==> src/rtl/wb_master_pkg.sv <==
// Shared types for the Wishbone command master: FSM states, queued command
// layout and the fixed cycle-type encoding.
package wb_master_pkg;

    // Field widths of a queued command; wb_cmd_master's DW/AW must match these.
    localparam int WB_DW = 32;
    localparam int WB_AW = 26;

    localparam logic [2:0] CTI_CLASSIC = 3'b000;

    typedef enum logic [1:0] {
        INIT_WAIT = 2'd0,
        IDLE      = 2'd1,
        BUS       = 2'd2,
        RESP      = 2'd3
    } wb_state_t;

    typedef struct packed {
        logic                 we;
        logic [WB_AW-1:0]     addr;
        logic [WB_DW-1:0]     data;
        logic [WB_DW/8-1:0]   sel;
    } wb_cmd_t;

endpackage

==> src/rtl/wb_cmd_fifo.sv <==
// Command queue in front of the Wishbone master. Pointers carry one extra
// wrap bit so full and empty are distinguishable without a separate count.
module wb_cmd_fifo
    import wb_master_pkg::*;
#(
    parameter int DEPTH = 4
) (
    input  logic    sys_clk,
    input  logic    RESETN,
    input  logic    push,
    input  wb_cmd_t push_cmd,
    input  logic    pop,
    output wb_cmd_t head,
    output logic    full,
    output logic    empty
);

    localparam int PW = $clog2(DEPTH);

    logic [PW:0] wr_ptr;
    logic [PW:0] rd_ptr;
    wb_cmd_t     mem [DEPTH];

    assign empty = (wr_ptr == rd_ptr);
    assign full  = (wr_ptr[PW] != rd_ptr[PW]) && (wr_ptr[PW-1:0] == rd_ptr[PW-1:0]);
    assign head  = mem[rd_ptr[PW-1:0]];

    // Pointer update; reset empties the queue.
    always_ff @(posedge sys_clk) begin
        if (!RESETN) begin
            wr_ptr <= '0;
            rd_ptr <= '0;
        end else begin
            if (push && !full)
                wr_ptr <= wr_ptr + 1'b1;
            if (pop && !empty)
                rd_ptr <= rd_ptr + 1'b1;
        end
    end

    // Storage write; contents are don't-care until a pointer covers them.
    always_ff @(posedge sys_clk) begin
        if (push && !full)
            mem[wr_ptr[PW-1:0]] <= push_cmd;
    end

endmodule

==> src/rtl/wb_cmd_master.sv <==
// Wishbone classic-cycle master feeding the SDRAM controller. Queued
// commands are issued one at a time after SDRAM init; each produces a single
// response pulse carrying read data or a timeout error.
//
// state     | meaning
// INIT_WAIT | SDRAM not ready; commands may queue but none issue
// IDLE      | bus quiet; pop next command when one is queued
// BUS       | stb/cyc asserted, waiting for ack or timeout
// RESP      | one-cycle response pulse, bus forced idle
module wb_cmd_master
    import wb_master_pkg::*;
#(
    parameter int DW          = WB_DW,
    parameter int AW          = WB_AW,
    parameter int FIFO_DEPTH  = 4,
    parameter int TIMEOUT_CYC = 1024
) (
    input  logic            sys_clk,
    input  logic            RESETN,
    input  logic            cmd_valid,
    output logic            cmd_ready,
    input  logic            cmd_we,
    input  logic [AW-1:0]   cmd_addr,
    input  logic [DW-1:0]   cmd_data,
    input  logic [DW/8-1:0] cmd_sel,
    output logic            rsp_valid,
    output logic            rsp_we,
    output logic            rsp_err,
    output logic [DW-1:0]   rsp_data,
    output logic            busy,
    input  logic            sdr_init_done,
    output logic            wb_stb_i,
    output logic            wb_cyc_i,
    output logic            wb_we_i,
    output logic [AW-1:0]   wb_addr_i,
    output logic [DW-1:0]   wb_dat_i,
    output logic [DW/8-1:0] wb_sel_i,
    output logic [2:0]      wb_cti_i,
    input  logic            wb_ack_o,
    input  logic [DW-1:0]   wb_dat_o
);

    localparam int TW = (TIMEOUT_CYC > 2) ? $clog2(TIMEOUT_CYC) : 1;
    localparam logic [TW-1:0] TMO_LAST = TW'(TIMEOUT_CYC - 1);

    wb_state_t     state;
    logic [TW-1:0] tmo_cnt;

    wb_cmd_t push_cmd;
    wb_cmd_t head;
    logic    fifo_full;
    logic    fifo_empty;
    logic    push;
    logic    pop;

    assign push_cmd.we   = cmd_we;
    assign push_cmd.addr = cmd_addr;
    assign push_cmd.data = cmd_data;
    assign push_cmd.sel  = cmd_sel;

    assign cmd_ready = !fifo_full;
    assign push      = cmd_valid && cmd_ready;
    assign pop       = (state == IDLE) && sdr_init_done && !fifo_empty;
    assign busy      = !fifo_empty || (state == BUS) || (state == RESP);
    assign wb_cti_i  = CTI_CLASSIC;

    wb_cmd_fifo #(
        .DEPTH (FIFO_DEPTH)
    ) u_fifo (
        .sys_clk  (sys_clk),
        .RESETN   (RESETN),
        .push     (push),
        .push_cmd (push_cmd),
        .pop      (pop),
        .head     (head),
        .full     (fifo_full),
        .empty    (fifo_empty)
    );

    // Sequencer: issues one command, waits for ack or timeout, pulses response.
    always_ff @(posedge sys_clk) begin
        if (!RESETN) begin
            state     <= INIT_WAIT;
            tmo_cnt   <= '0;
            wb_stb_i  <= 1'b0;
            wb_cyc_i  <= 1'b0;
            wb_we_i   <= 1'b0;
            wb_addr_i <= '0;
            wb_dat_i  <= '0;
            wb_sel_i  <= '0;
            rsp_valid <= 1'b0;
            rsp_we    <= 1'b0;
            rsp_err   <= 1'b0;
            rsp_data  <= '0;
        end else begin
            case (state)
                INIT_WAIT: begin
                    if (sdr_init_done)
                        state <= IDLE;
                end
                IDLE: begin
                    if (!sdr_init_done) begin
                        state <= INIT_WAIT;
                    end else if (!fifo_empty) begin
                        wb_stb_i  <= 1'b1;
                        wb_cyc_i  <= 1'b1;
                        wb_we_i   <= head.we;
                        wb_addr_i <= head.addr;
                        // Reads drive no data and select every byte lane.
                        wb_dat_i  <= head.we ? head.data : '0;
                        wb_sel_i  <= head.we ? head.sel : '1;
                        tmo_cnt   <= '0;
                        state     <= BUS;
                    end
                end
                BUS: begin
                    // Init dropping here is deliberately ignored: finish the cycle.
                    if (wb_ack_o || (tmo_cnt == TMO_LAST)) begin
                        wb_stb_i  <= 1'b0;
                        wb_cyc_i  <= 1'b0;
                        wb_we_i   <= 1'b0;
                        wb_addr_i <= '0;
                        wb_dat_i  <= '0;
                        wb_sel_i  <= '0;
                        rsp_valid <= 1'b1;
                        rsp_we    <= wb_we_i;
                        rsp_err   <= !wb_ack_o;
                        rsp_data  <= (wb_ack_o && !wb_we_i) ? wb_dat_o : '0;
                        state     <= RESP;
                    end else begin
                        tmo_cnt <= tmo_cnt + 1'b1;
                    end
                end
                RESP: begin
                    rsp_valid <= 1'b0;
                    rsp_we    <= 1'b0;
                    rsp_err   <= 1'b0;
                    rsp_data  <= '0;
                    state     <= IDLE;
                end
                default: state <= INIT_WAIT;
            endcase
        end
    end

endmodule
==> config.mk <==
export PLATFORM = sky130hd
export DESIGN_NAME = wb_cmd_master
export DESIGN_NICKNAME = d
export VERILOG_FILES = /design/src/rtl/wb_master_pkg.sv /design/src/rtl/wb_cmd_fifo.sv /design/src/rtl/wb_cmd_master.sv
export SDC_FILE = /design/constraint.sdc
export NUM_CORES = 1
export LEC_CHECK = 0
export CAP_MARGIN = 0
export CORE_ASPECT_RATIO = 0.7
export CORE_MARGIN = 4
export CORE_UTILIZATION = 30
export DETAILED_ROUTE_END_ITERATION = 6
export PLACE_DENSITY = 0.49
export SLEW_MARGIN = 15
export SYNTH_ARGS = -nofsm -noshare
export SYNTH_HDL_FRONTEND = slang
export SYNTH_HIERARCHICAL = 1
export SYNTH_SLANG_ARGS = --single-unit
==> constraint.sdc <==
create_clock -name sys_clk -period 4.9 [get_ports sys_clk]
set_input_delay 1.225 -clock sys_clk [delete_from_list [all_inputs] [get_ports sys_clk]]
set_output_delay 1.225 -clock sys_clk [all_outputs]
set_load 0.1 [all_outputs]
== Word-level counts from Yosys, hierarchy flattened ==
Memory sizes are Yosys's and may differ from the RTL's. A register that Yosys moved wholly into a read port is not among the register bits.
Index checks and enable logic that the tools add are counted.

* Register bits after elaboration: 117
* Bits in latches: 0
* Memory bits (writable): 252
* ROM bits: 0
* Input bits: 100
* Output and inout port bits: 105
* Memories: 1

* $add $sub $neg: 3
* Multiply operators: 0
* Divide/modulo/power cells: 0
* Magnitude comparators: 0
* Equality and inequality tests: 13
* Shift-type cells: 0
* Muxes and demuxes: 43
* Bitwise operators: 0
* Reductions and logical operators: 21

{| class="wikitable"
|+ Memories
! memory !! depth !! bits a word !! read ports !! clocked after memory_dff !! write ports !! RTL line !! source
|-
| u_fifo.mem || 4 || 63 || 1 || 1 || 1 || wb_cmd_fifo.sv:22 || <nowiki>wb_cmd_t mem [DEPTH];</nowiki>
|}

{| class="wikitable"
|+ Operators by type and width
! kind !! count
|-
| $mux 32 || 6
|-
| $pmux 32 s2 || 2
|-
| $mux 26 || 3
|-
| $pmux 26 s2 || 1
|-
| $mux 10 || 3
|-
| $pmux 10 s2 || 1
|-
| $mux 4 || 4
|-
| $mux 2 || 6
|-
| $add 10x1->10 const B || 1
|-
| $eq 10x10->1 const B || 1
|-
| $mux 1 || 10
|-
| $pmux 1 s2 || 5
|-
| $ne 2x2->1 const B || 4
|-
| $pmux 2 s4 || 1
|-
| $pmux 4 s2 || 1
|-
| $reduce_and 4->1 || 2
|-
| $logic_and 1x1->1 || 7
|-
| $add 3x1->3 const B || 2
|-
| $eq 2x2->1 const B || 2
|-
| $logic_not 1->1 || 4
|-
| $reduce_bool 2->1 || 2
|-
| $eq 3x3->1 || 1
|-
| $logic_or 1x1->1 || 3
|-
| $ne 3x3->1 const B || 1
|-
| other kinds (7) || 7
|}

== Depth between registers and ports, before layout ==
* Depth in word-level cells: 7
* Gate-level depth with buffers: 9

== Cells and area by module ==
Netlist, hierarchy kept.

{| class="wikitable"
|+ Modules (own cells, without submodules)
! module !! instances !! cells each !! area an instance (µm²) !! seq. area each (µm²)
|-
| wb_cmd_fifo || 1 || 397 || 9638.0 || 7727.4
|-
| wb_cmd_master || 1 || 412 || 4240.3 || 2222.1
|}

== Worst setup path before layout ==
Ideal clock, no wire load.

* Kind: input-to-reg
* Start: input cmd_valid
* End: memory u_fifo/mem[3][0] (netlist name), enable pin
* Arrival: 4271 ps
* Slack: 145 ps
* Stages on the path: 3
* Cells stage by stage: nor2b_1 -> nand2_1 -> nor2_1

* Word-level cells in the longest chain between the ends: 4

{| class="wikitable"
|+ RTL lines
! what !! RTL line !! source
|-
| start, declared || wb_cmd_master.sv:20 || <nowiki>input logic cmd_valid,</nowiki>
|-
| $logic_and 1x1->1 || wb_cmd_master.sv:62 || <nowiki>assign push = cmd_valid && cmd_ready;</nowiki>
|-
| $logic_and 1x1->1 || wb_cmd_fifo.sv:43 || <nowiki>if (push && !full)</nowiki>
|-
| $mux 1 || wb_cmd_fifo.sv:43 ||
|-
| $mux 1 (implied by the code) || wb_cmd_fifo.sv:44 || <nowiki>mem[wr_ptr[PW-1:0]] <= push_cmd;</nowiki>
|-
| end, declared || wb_cmd_fifo.sv:22 ||
|}

No other way between the ends.

== Final worst setup path ==
* Start: register u_fifo.wr_ptr[0]
* End: output busy

* Word-level cells in the longest chain between the ends: 4

{| class="wikitable"
|+ RTL lines
! what !! RTL line !! source
|-
| start, declared || wb_cmd_fifo.sv:20 || <nowiki>logic [PW:0] wr_ptr;</nowiki>
|-
| start signal, assigned || wb_cmd_fifo.sv:35 || <nowiki>wr_ptr <= wr_ptr + 1'b1;</nowiki>
|-
| $eq 3x3->1 || wb_cmd_fifo.sv:24 || <nowiki>assign empty = (wr_ptr == rd_ptr);</nowiki>
|-
| named net fifo_empty || wb_cmd_master.sv:52 || <nowiki>logic fifo_empty;</nowiki>
|-
| $logic_not 1->1 || wb_cmd_master.sv:64 || <nowiki>assign busy = !fifo_empty || (state == BUS) || (state == RESP);</nowiki>
|-
| $logic_or 1x1->1 (2 in a row) || wb_cmd_master.sv:64 ||
|-
| end, declared || wb_cmd_master.sv:30 || <nowiki>output logic busy,</nowiki>
|}

The timed path passes the listed nets, and every way through them passes these cells.

==> flow_summary.toml <==
[critical_path]
path_max_fanout = 7
cp.required_ns = 3.67
cp-end-kind = "output port"
r2r_slack_ns = 1.79
start_kind = "flip-flop"
reg2reg_depth = 7
crit_arrival_ns = 2.95
critPathKind = "reg2out"

[synthesis]
synth-seq-cells = 371
synth_edf_count = 252
synth_common_cells = "edfxtp_1 (252), dfxtp_1 (119), mux4_2 (63)"
postSynth.asyncResetShare_pct = 0
ys_warn_count = 6
yosysMostFrequentCell = "edfxtp_1"
synthCells = 809
synth_top_area_share_pct = 54.5
ys.flop_type = "edfxtp_1"
synthesis.area_um2 = 13900
yosysTopAreaCell = "edfxtp_1"
synth.distinct_cells = 55
syn_avg_cell_area_um2 = 17.2
synth_seq_area_share_pct = 71.7
netlist_top_cells_area = "edfxtp_1 (55%), dfxtp_1 (17%), mux4_2 (10%), a22o_2 (2.2%), a22o_1 (2.1%)"

[cts]
root_buffer = "clkbuf_16"
clock_latency_ns = 0.54
cts.path.max_buffers = 3
ctsResizeCount = 0
cts_setup_buffers = 0
cts.htree.levels = 2
path_clk_slew_ns = 0.06
cts_buffers = 40
cts_tree = "done"
clock-sinks = 371
ctsHoldBuffers = 0

[global_routing]
track_usage_pct = 13.8
grt_max_degree = 64
grt_pass1_wl_um = 53300
grt.overflow.total = 0
antenna_found_initial = 1
grt_pass1_vias = 8362

[die]
start_util_pct = 30.6
core_area_um2 = 45400
die_h_um = 188
dieArea_um2 = 49800
chipWidth_um = 265
pin_count = 205
core.rowCount = 65

[hold_path]
worstHoldPathCells = 2
hold_path_class = "reg2reg"

[routing]
drc = 0
avgViaCountPerCell = 4.79
drtIter0Drc = 578
vias = 7915
drtPass1Iterations = 5
routed_wirelength_um = 34500
ant_nets = 0
wl_per_cell_um = 20.9

[sta]
tns_ns = 0
period_share_pct = 85.2
max-slew-margin-rel_pct = 29.6
finalSetupViolations = 0
clock_skew_ns = 0.0189
period_needed_ns = 4.18
rsz0062_at_grt = "no"
fmax_mhz = 239
hold_viol = 0
worstMarginPinSlew_ns = 1.05
maxSlewViolCount = 0

[placed_design]
place_hpwl_um = 21400
port_buffers = 201
routabilityCongestion = 0.784

[power]
ir_drop_uv = 275
power.leakage_nw = 5.88
power_w = 0.00888
power.density_nw_per_um2 = 493

[outcome]
status = "finished, final reports clean"

[finish]
fin_nets = 1128
area_delta_synth_final_pct = 29.8
final_core_util_pct = 39.7
drive_gt1_share_pct = 18.3

[run]
cap_violations = 0
==> cells by family (layout without fill, tap and decap cells) <==
family                     Yosys count  in the layout  share of synthesized area, %
DFF                                371            371                          71.7
AOI/OAI and AO/OA                  179            179                          9.59
and+or+nand+nor                    111            111                          4.28
muxes                               65             65                          10.4
buffers and inverters               65            303                          2.67
adders and majority gates           11             11                         0.992
xor gates and xnor gates             6              6                         0.379
other                                1              4                        0.0270
==> where the power goes <==
| group | total [W] | switching [W] | internal [W] |
|---|---|---|---|
| registers | 0.00389 | 0.000188 | 0.00370 |
| logic | 0.00167 | 0.00107 | 0.000598 |
| clock network | 0.00333 | 0.00123 | 0.00210 |
==> flip-flops by register name, summed over array words and instances, names as in the netlist, named ones only <==
signal         flops
wb_we_i            1
rsp_we             1
u_fifo/wr_ptr      3
wb_addr_i         26
u_fifo/rd_ptr      3
wb_dat_i          32
state              2
rsp_valid          1
wb_sel_i           4
rsp_data          32
u_fifo/mem       252
wb_cyc_i           1
tmo_cnt           10
rsp_err            1
==> routing by layer <==
metal  vias up  track usage [%]  wire length [um]
li1       3659                -                 -
met1      4029             20.1             16500
met2       191             21.3             15900
met3        34             3.04              1660
met4         2             2.86               427
met5         -                0                14
==> worst paths after layout <==
path / start / end
max: u_fifo/wr_ptr[0] / busy
min reg2reg: wb_addr_i[25] / wb_addr_i[25]
max reg2reg: u_fifo/wr_ptr[0] / u_fifo/mem[2][28]
min: wb_addr_i[25] / wb_addr_i[25]
==> per-stage QoR <==
step	cells	setup WS, ns	hold slack (ns)	area, um2
4_1_cts	1652	0.710	0.478	18000
2_1_floorplan	811	0.145	0.455	13900
3_5_place_dp	1578	1.28	0.465	16500
3_3_place_gp	1578	1.28	0.462	16500
6_report	1653	0.724	0.477	18000
5_1_grt	1652	0.534	0.487	18000
==> worst max-delay path, cell delays in order (launching register included) <==
cell             delay, ns
dfxtp_1               0.49
xor2_1                0.46
nor3_1                0.22
nand2_1               0.09
clkdlybuf4s50_1       1.15
==> area by class of cell <==
type | instances | area [um2]
antenna | 1 | 2.50
tap | 603 | 754
clock buffer | 55 | 1170
inverter | 12 | 45.0
multi-input combinational | 375 | 3590
timing repair buffer | 217 | 2170
sequential | 371 | 9960
clock inverter | 19 | 314
fill | 4178 | 27400
==> cells in the final DEF (no fill, tap or decap), drive strengths merged, types with 5 or more instances in the layout <==
cell type and n:
edfxtp 252, clkdlybuf4s50 201, dfxtp 119, a22o 64, mux4 63, clkbuf 55
nand3 46, o21ai 37, a21oi 37, nand2 17, buf 16, inv 14
ha 11, bufinv 8, nor2 8, a31oi 8, nand2b 7, clkinv 7
nor3 6, and2 6, nand3b 5, a41oi 5, o211ai 5
(Power assumes the default switching activity.)
